<file path="src/rtl/pll_dcm_lock_sequencer.sv">
// pll_dcm_lock_sequencer
// Releases a cascaded PLL->DCM clock chain from reset in order and supervises lock.
// The PLL is reset and given time to lock, then the DCM is reset and given time to lock.
// Both locks must then hold for STABLE_CYCLES before ready asserts. A timeout or lock
// drop during bring-up counts as a failed attempt. Failed attempts are retried until
// MAX_RETRIES is exhausted, after which fault latches.
// Optional build macro LOCK_LOSS_COUNTER_EN adds lock_loss_count, a saturating count
// of lock losses seen while running.
module pll_dcm_lock_sequencer #(
    parameter int unsigned PLL_RESET_CYCLES    = 16,
    parameter int unsigned DCM_RESET_CYCLES    = 16,
    parameter int unsigned LOCK_TIMEOUT_CYCLES = 65535,
    parameter int unsigned STABLE_CYCLES       = 256,
    parameter int unsigned MAX_RETRIES         = 3
) (
    input  logic       clock,
    input  logic       reset_n,
    input  logic       restart,
    input  logic       pll_locked,
    input  logic       dcm_locked,
    output logic       pll_reset,
    output logic       dcm_reset,
    output logic       ready,
    output logic       fault,
    output logic [3:0] retry_count,
    output logic [2:0] state
`ifdef LOCK_LOSS_COUNTER_EN
    ,
    output logic [7:0] lock_loss_count
`endif
);

    typedef enum logic [2:0] {
        StPllRst  = 3'd0,
        StPllWait = 3'd1,
        StDcmRst  = 3'd2,
        StDcmWait = 3'd3,
        StStable  = 3'd4,
        StRun     = 3'd5,
        StFault   = 3'd6
    } state_e;

    // Timer values on the last cycle allowed in each timed state.
    localparam logic [23:0] PllRstLast  = 24'(PLL_RESET_CYCLES - 1);
    localparam logic [23:0] DcmRstLast  = 24'(DCM_RESET_CYCLES - 1);
    localparam logic [23:0] TimeoutLast = 24'(LOCK_TIMEOUT_CYCLES - 1);
    localparam logic [23:0] StableLast  = 24'(STABLE_CYCLES - 1);
    localparam logic [3:0]  MaxRetries  = 4'(MAX_RETRIES);

    state_e      state_q, state_d;
    logic [23:0] timer_q, timer_d;
    logic [3:0]  retry_q, retry_d;
    logic [1:0]  pll_sync_q, dcm_sync_q;
    logic        pll_reset_q, pll_reset_d;
    logic        dcm_reset_q, dcm_reset_d;
    logic        ready_q, ready_d;
    logic        fault_q, fault_d;
    logic        attempt_failed;
    logic        pl, dl;

    assign pl = pll_sync_q[1];
    assign dl = dcm_sync_q[1];

    // Two-flop synchronisers for the asynchronous lock indicators.
    always_ff @(posedge clock or negedge reset_n) begin
        if (!reset_n) begin
            pll_sync_q <= 2'b00;
            dcm_sync_q <= 2'b00;
        end else begin
            pll_sync_q <= {pll_sync_q[0], pll_locked};
            dcm_sync_q <= {dcm_sync_q[0], dcm_locked};
        end
    end

    // Sequencer state, shared timer, retry counter and registered outputs.
    always_ff @(posedge clock or negedge reset_n) begin
        if (!reset_n) begin
            state_q     <= StPllRst;
            timer_q     <= '0;
            retry_q     <= '0;
            pll_reset_q <= 1'b1;
            dcm_reset_q <= 1'b1;
            ready_q     <= 1'b0;
            fault_q     <= 1'b0;
        end else begin
            state_q     <= state_d;
            timer_q     <= timer_d;
            retry_q     <= retry_d;
            pll_reset_q <= pll_reset_d;
            dcm_reset_q <= dcm_reset_d;
            ready_q     <= ready_d;
            fault_q     <= fault_d;
        end
    end

    // Next state: restart first, then lock drop/timeout, then normal advance.
    always_comb begin
        state_d        = state_q;
        retry_d        = retry_q;
        attempt_failed = 1'b0;
        if (restart) begin
            state_d = StPllRst;
            retry_d = '0;
        end else begin
            unique case (state_q)
                StPllRst: begin
                    if (timer_q == PllRstLast) state_d = StPllWait;
                end
                StPllWait: begin
                    if (timer_q == TimeoutLast) attempt_failed = 1'b1;
                    else if (pl)                state_d = StDcmRst;
                end
                StDcmRst: begin
                    if (!pl)                         attempt_failed = 1'b1;
                    else if (timer_q == DcmRstLast)  state_d = StDcmWait;
                end
                StDcmWait: begin
                    if (!pl || timer_q == TimeoutLast) attempt_failed = 1'b1;
                    else if (dl)                       state_d = StStable;
                end
                StStable: begin
                    if (!(pl && dl))                attempt_failed = 1'b1;
                    else if (timer_q == StableLast) state_d = StRun;
                end
                StRun: begin
                    // Lock loss while running restarts bring-up without costing a retry.
                    if (!(pl && dl)) state_d = StPllRst;
                end
                StFault: begin
                    state_d = StFault;
                end
                default: state_d = StPllRst;
            endcase

            if (attempt_failed) begin
                if (retry_q == MaxRetries) begin
                    state_d = StFault;
                end else begin
                    retry_d = retry_q + 4'd1;
                    state_d = StPllRst;
                end
            end

            if (state_d == StRun && state_q != StRun) retry_d = '0;
        end

        timer_d = (restart || state_d != state_q) ? '0 : timer_q + 24'd1;
    end

    // Output decode from the next state so outputs change with the state register.
    always_comb begin
        pll_reset_d = 1'b0;
        dcm_reset_d = 1'b0;
        ready_d     = 1'b0;
        fault_d     = 1'b0;
        unique case (state_d)
            StPllRst: begin
                pll_reset_d = 1'b1;
                dcm_reset_d = 1'b1;
            end
            StPllWait, StDcmRst: begin
                dcm_reset_d = 1'b1;
            end
            StRun: begin
                ready_d = 1'b1;
            end
            StFault: begin
                pll_reset_d = 1'b1;
                dcm_reset_d = 1'b1;
                fault_d     = 1'b1;
            end
            default: begin
                pll_reset_d = 1'b0;
            end
        endcase
    end

`ifdef LOCK_LOSS_COUNTER_EN
    logic [7:0] loss_q;

    // Saturating count of RUN lock losses; only reset_n clears it.
    always_ff @(posedge clock or negedge reset_n) begin
        if (!reset_n) begin
            loss_q <= '0;
        end else if (!restart && state_q == StRun && state_d == StPllRst && loss_q != 8'hFF) begin
            loss_q <= loss_q + 8'd1;
        end
    end

    assign lock_loss_count = loss_q;
`endif

    assign pll_reset   = pll_reset_q;
    assign dcm_reset   = dcm_reset_q;
    assign ready       = ready_q;
    assign fault       = fault_q;
    assign retry_count = retry_q;
    assign state       = state_q;

endmodule

</file>
<file path="config.mk">
export PLATFORM = sky130hd
export DESIGN_NAME = pll_dcm_lock_sequencer
export DESIGN_NICKNAME = d
export VERILOG_FILES = /design/src/rtl/pll_dcm_lock_sequencer.sv
export SDC_FILE = /design/constraint.sdc
export NUM_CORES = 1
export LEC_CHECK = 0
export ABC_AREA = 1
export ABC_CLOCK_PERIOD_IN_PS = 2950
export CAP_MARGIN = 15
export CORE_ASPECT_RATIO = 1.2
export CORE_MARGIN = 2
export CORE_UTILIZATION = 59
export DETAILED_ROUTE_END_ITERATION = 10
export GPL_ROUTABILITY_DRIVEN = 0
export PLACE_DENSITY = 0.81
export SETUP_SLACK_MARGIN = 0.4
export SLEW_MARGIN = 20
export SYNTH_ARGS = -nofsm -noshare
export SYNTH_HDL_FRONTEND = slang
export SYNTH_SLANG_ARGS = --single-unit
export TNS_END_PERCENT = 5
</file>
<file path="constraint.sdc">
create_clock -name clock -period 2.95 [get_ports clock]
set_clock_uncertainty 0.2 [all_clocks]
set_input_delay 0.885 -clock clock [delete_from_list [all_inputs] [get_ports clock]]
set_output_delay 0.885 -clock clock [all_outputs]
set_load 0.01 [all_outputs]
</file>
==> out/qor.yml <==
final_cell_count_no_fill: 375
rsz0062_at_grt: "no"
endpoint_kind: "output pin"
report.final.slew_viol_count: 0
post-route-period-util_pct: 84.8
clk_latency_ps: 290
relSlewSlack_pct: 44.9
setup_slack_ps: 449
synth_area_leaders: "dfrtp_1, nor2_4, nand2_1"
seq_power_share_pct: 50.2
tightest_slew_ps: 827
drive_gt1_share_pct: 22.7
h-tree-depth: 2
crit_fanout: 10
drcViolationCount: 0
synth_top_area_cell: "dfrtp_1"
yosys_warnings: 0
p_clk_share_pct: 29.3
p_leak_nw: 1.28
cts.clk_slew.worst_paths_ps: 70
synth_top_area_share_pct: 38.3
avgSynthCellArea_um2: 8.36
dieArea_um2: 4630
place_ws_ps: 289
path_delay_family: "buffers and inverters"
grt_pass1_vias: 1849
power.internal_uw: 830
crit_start: "state[2]$_DFF_PN0_"
routed_wl_um: 4800
synth_area_um2: 2420
powerDensity_nw_per_um2: 407
multiInputGateArea_um2: 1280
status: "finished, final reports clean"
crit_arrival_ps: 1420
synthTopCellsByCount: "nand2_1, nor2_1, dfrtp_1"
cts_sinks: 39
track_usage_pct: 22.2
synth.most_common_cell: "nand2_1"
dp_cells: 357
synth_flop_cell: "dfrtp_1"
post-route-min-period_ps: 2500
vias_per_cell: 5.18
die_h_um: 74.1
vias: 1941
reg2reg_from: "timer_q[0]$_DFF_PN0_"
p_comb_share_pct: 20.5
grt_pass1_wl_um: 7980
max_stage_delay_ps: 600
wire_per_inst_um: 12.8
setup_violations: 0
critical_path.cell_chain: "clkdlybuf4s50_1"
cts_buffers: 5
ant_nets: 0
hpwl_um: 3450
hold_start: "pll_sync_q[0]$_DFF_PN0_"
antenna_found_initial: 0
hold_violations: 0
finalSetupTns_ps: 0
io_buffer_count: 15
cts_root_buf: "clkbuf_8"
ios: 16
diodes: 0
start_util_pct: 61.3
synth_seq_cells: 39
overflow: 0
seq_area_um2: 978
crit_buf_inv: 1
firstDrtPassIters: 5
num-fill-cells: 336
power.switching_uw: 328
coreArea_um2: 3940
ir_worst_vdd_mv: 0.297
slowest_stage: "clkdlybuf4s50_1"
synth_edf_count: 0
synth_nets: 297
nNetsFinal: 328
drt_iter0_drc: 55
synthToLayoutAreaGrowth_pct: 17.6
die_w_um: 62.4
async_reset_ff_share_pct: 100
cp-start-kind: "flop"
hold_class: "reg -> reg"
grt_max_degree: 40
cap_viol_max_count: 0
yosysSeqAreaShare_pct: 40.5
synth_cell_type_count: 29
worstSetupPathType: "reg -> out"
crit_required_ps: 1870
rows: 25
cts_tree: "done"
fmax_mhz: 400
switching_share_pct: 28.3
clockBufferDepth: 2
syn_inst: 289
==> power by group through the flow <==
stage | combinational, mW | sequential [mW] | clock, mW
final | 0.238 | 0.581 | 0.339
after global routing | 0.260 | 0.585 | 0.371
after CTS | 0.195 | 0.581 | 0.347
after detailed placement | 0.194 | 0.591 | 0
after global placement | 0.191 | 0.589 | 0
after floorplan | 0.140 | 0.588 | 0
==> cell usage in the layout (no fill, tap or decap), types with 2 or more instances in the layout <==
cell type,instances
a21oi_1,2
buf_12,2
buf_4,9
clkbuf_1,2
clkbuf_8,5
clkdlybuf4s50_1,14
dfrtp_1,37
dfstp_2,2
ha_1,2
inv_1,35
inv_2,5
nand2_1,49
nand2_2,8
nand2_4,2
nand3_1,17
nand3_2,4
nand4_1,10
nor2_1,38
nor2_2,7
nor2_4,20
nor3_1,7
o21ai_0,6
o32ai_1,2
xnor2_1,6
xor2_1,16
==> registers in the layout, indices dropped and copies added (netlist names) <==
| signal | cells |
|---|---|
| timer_q | 24 |
| retry_count | 4 |
| state | 3 |
| dcm_sync_q | 2 |
| pll_sync_q | 2 |
| dcm_reset | 1 |
| fault | 1 |
| pll_reset | 1 |
| ready | 1 |
==> stage by stage <==
stage               total power, mW  hold WS (ps)  util, %  area (um^2)
finish                         1.16           156     72.1         2840
detailed placement            0.785           143     66.6         2630
floorplan                     0.728           131        -         2420
global placement              0.780           133     66.6         2630
global route                   1.22           173     72.1         2840
CTS                            1.12           159     68.7         2710
==> what timing repair did <==
item	in CTS	in global routing
hold buffers	0	0
endpoints found under the setup margin	0	19
resized for setup	0	9
buffers inserted	0	9
==> kinds of logic after synthesis <==
| logic type | synth area share, % |
|---|---|
| simple gates | 38.3 |
| fa+ha+maj | 1.55 |
| buf+inv | 8.33 |
| flops | 40.5 |
| xor+xnor | 7.97 |
| compound gates | 3.42 |
==> cell type report <==
| class | count | area share (%) |
|---|---|---|
| Sequential cell | 39 | 34.4 |
| Timing Repair Buffer | 27 | 9.77 |
| Inverter | 41 | 5.50 |
| Clock inverter | 1 | 0.176 |
| Multi-Input combinational cell | 206 | 45.1 |
| Clock buffer | 7 | 2.68 |
| Tap cell | 54 | 2.38 |
==> final timing paths <==
| path | endpoint | slack [ps] | cells past startpoint |
|---|---|---|---|
| min in group asynchronous | timer_q[0]$_DFF_PN0_ | 490 | 1 |
| max in group asynchronous | state[2]$_DFF_PN0_ | 1540 | 1 |
| max reg2reg | timer_q[13]$_DFF_PN0_ | 560 | 16 |
| min | pll_sync_q[1]$_DFF_PN0_ | 160 | 0 |
| max | state[2] | 450 | 1 |
| min reg2reg | pll_sync_q[1]$_DFF_PN0_ | 160 | 0 |
==> layer usage <==
metal	global-route usage, %	wire, um
met5	0	0
met1	25.8	2010
met2	39.7	2500
met4	11.6	118
met3	4.39	173
(Power assumes the default switching activity.)
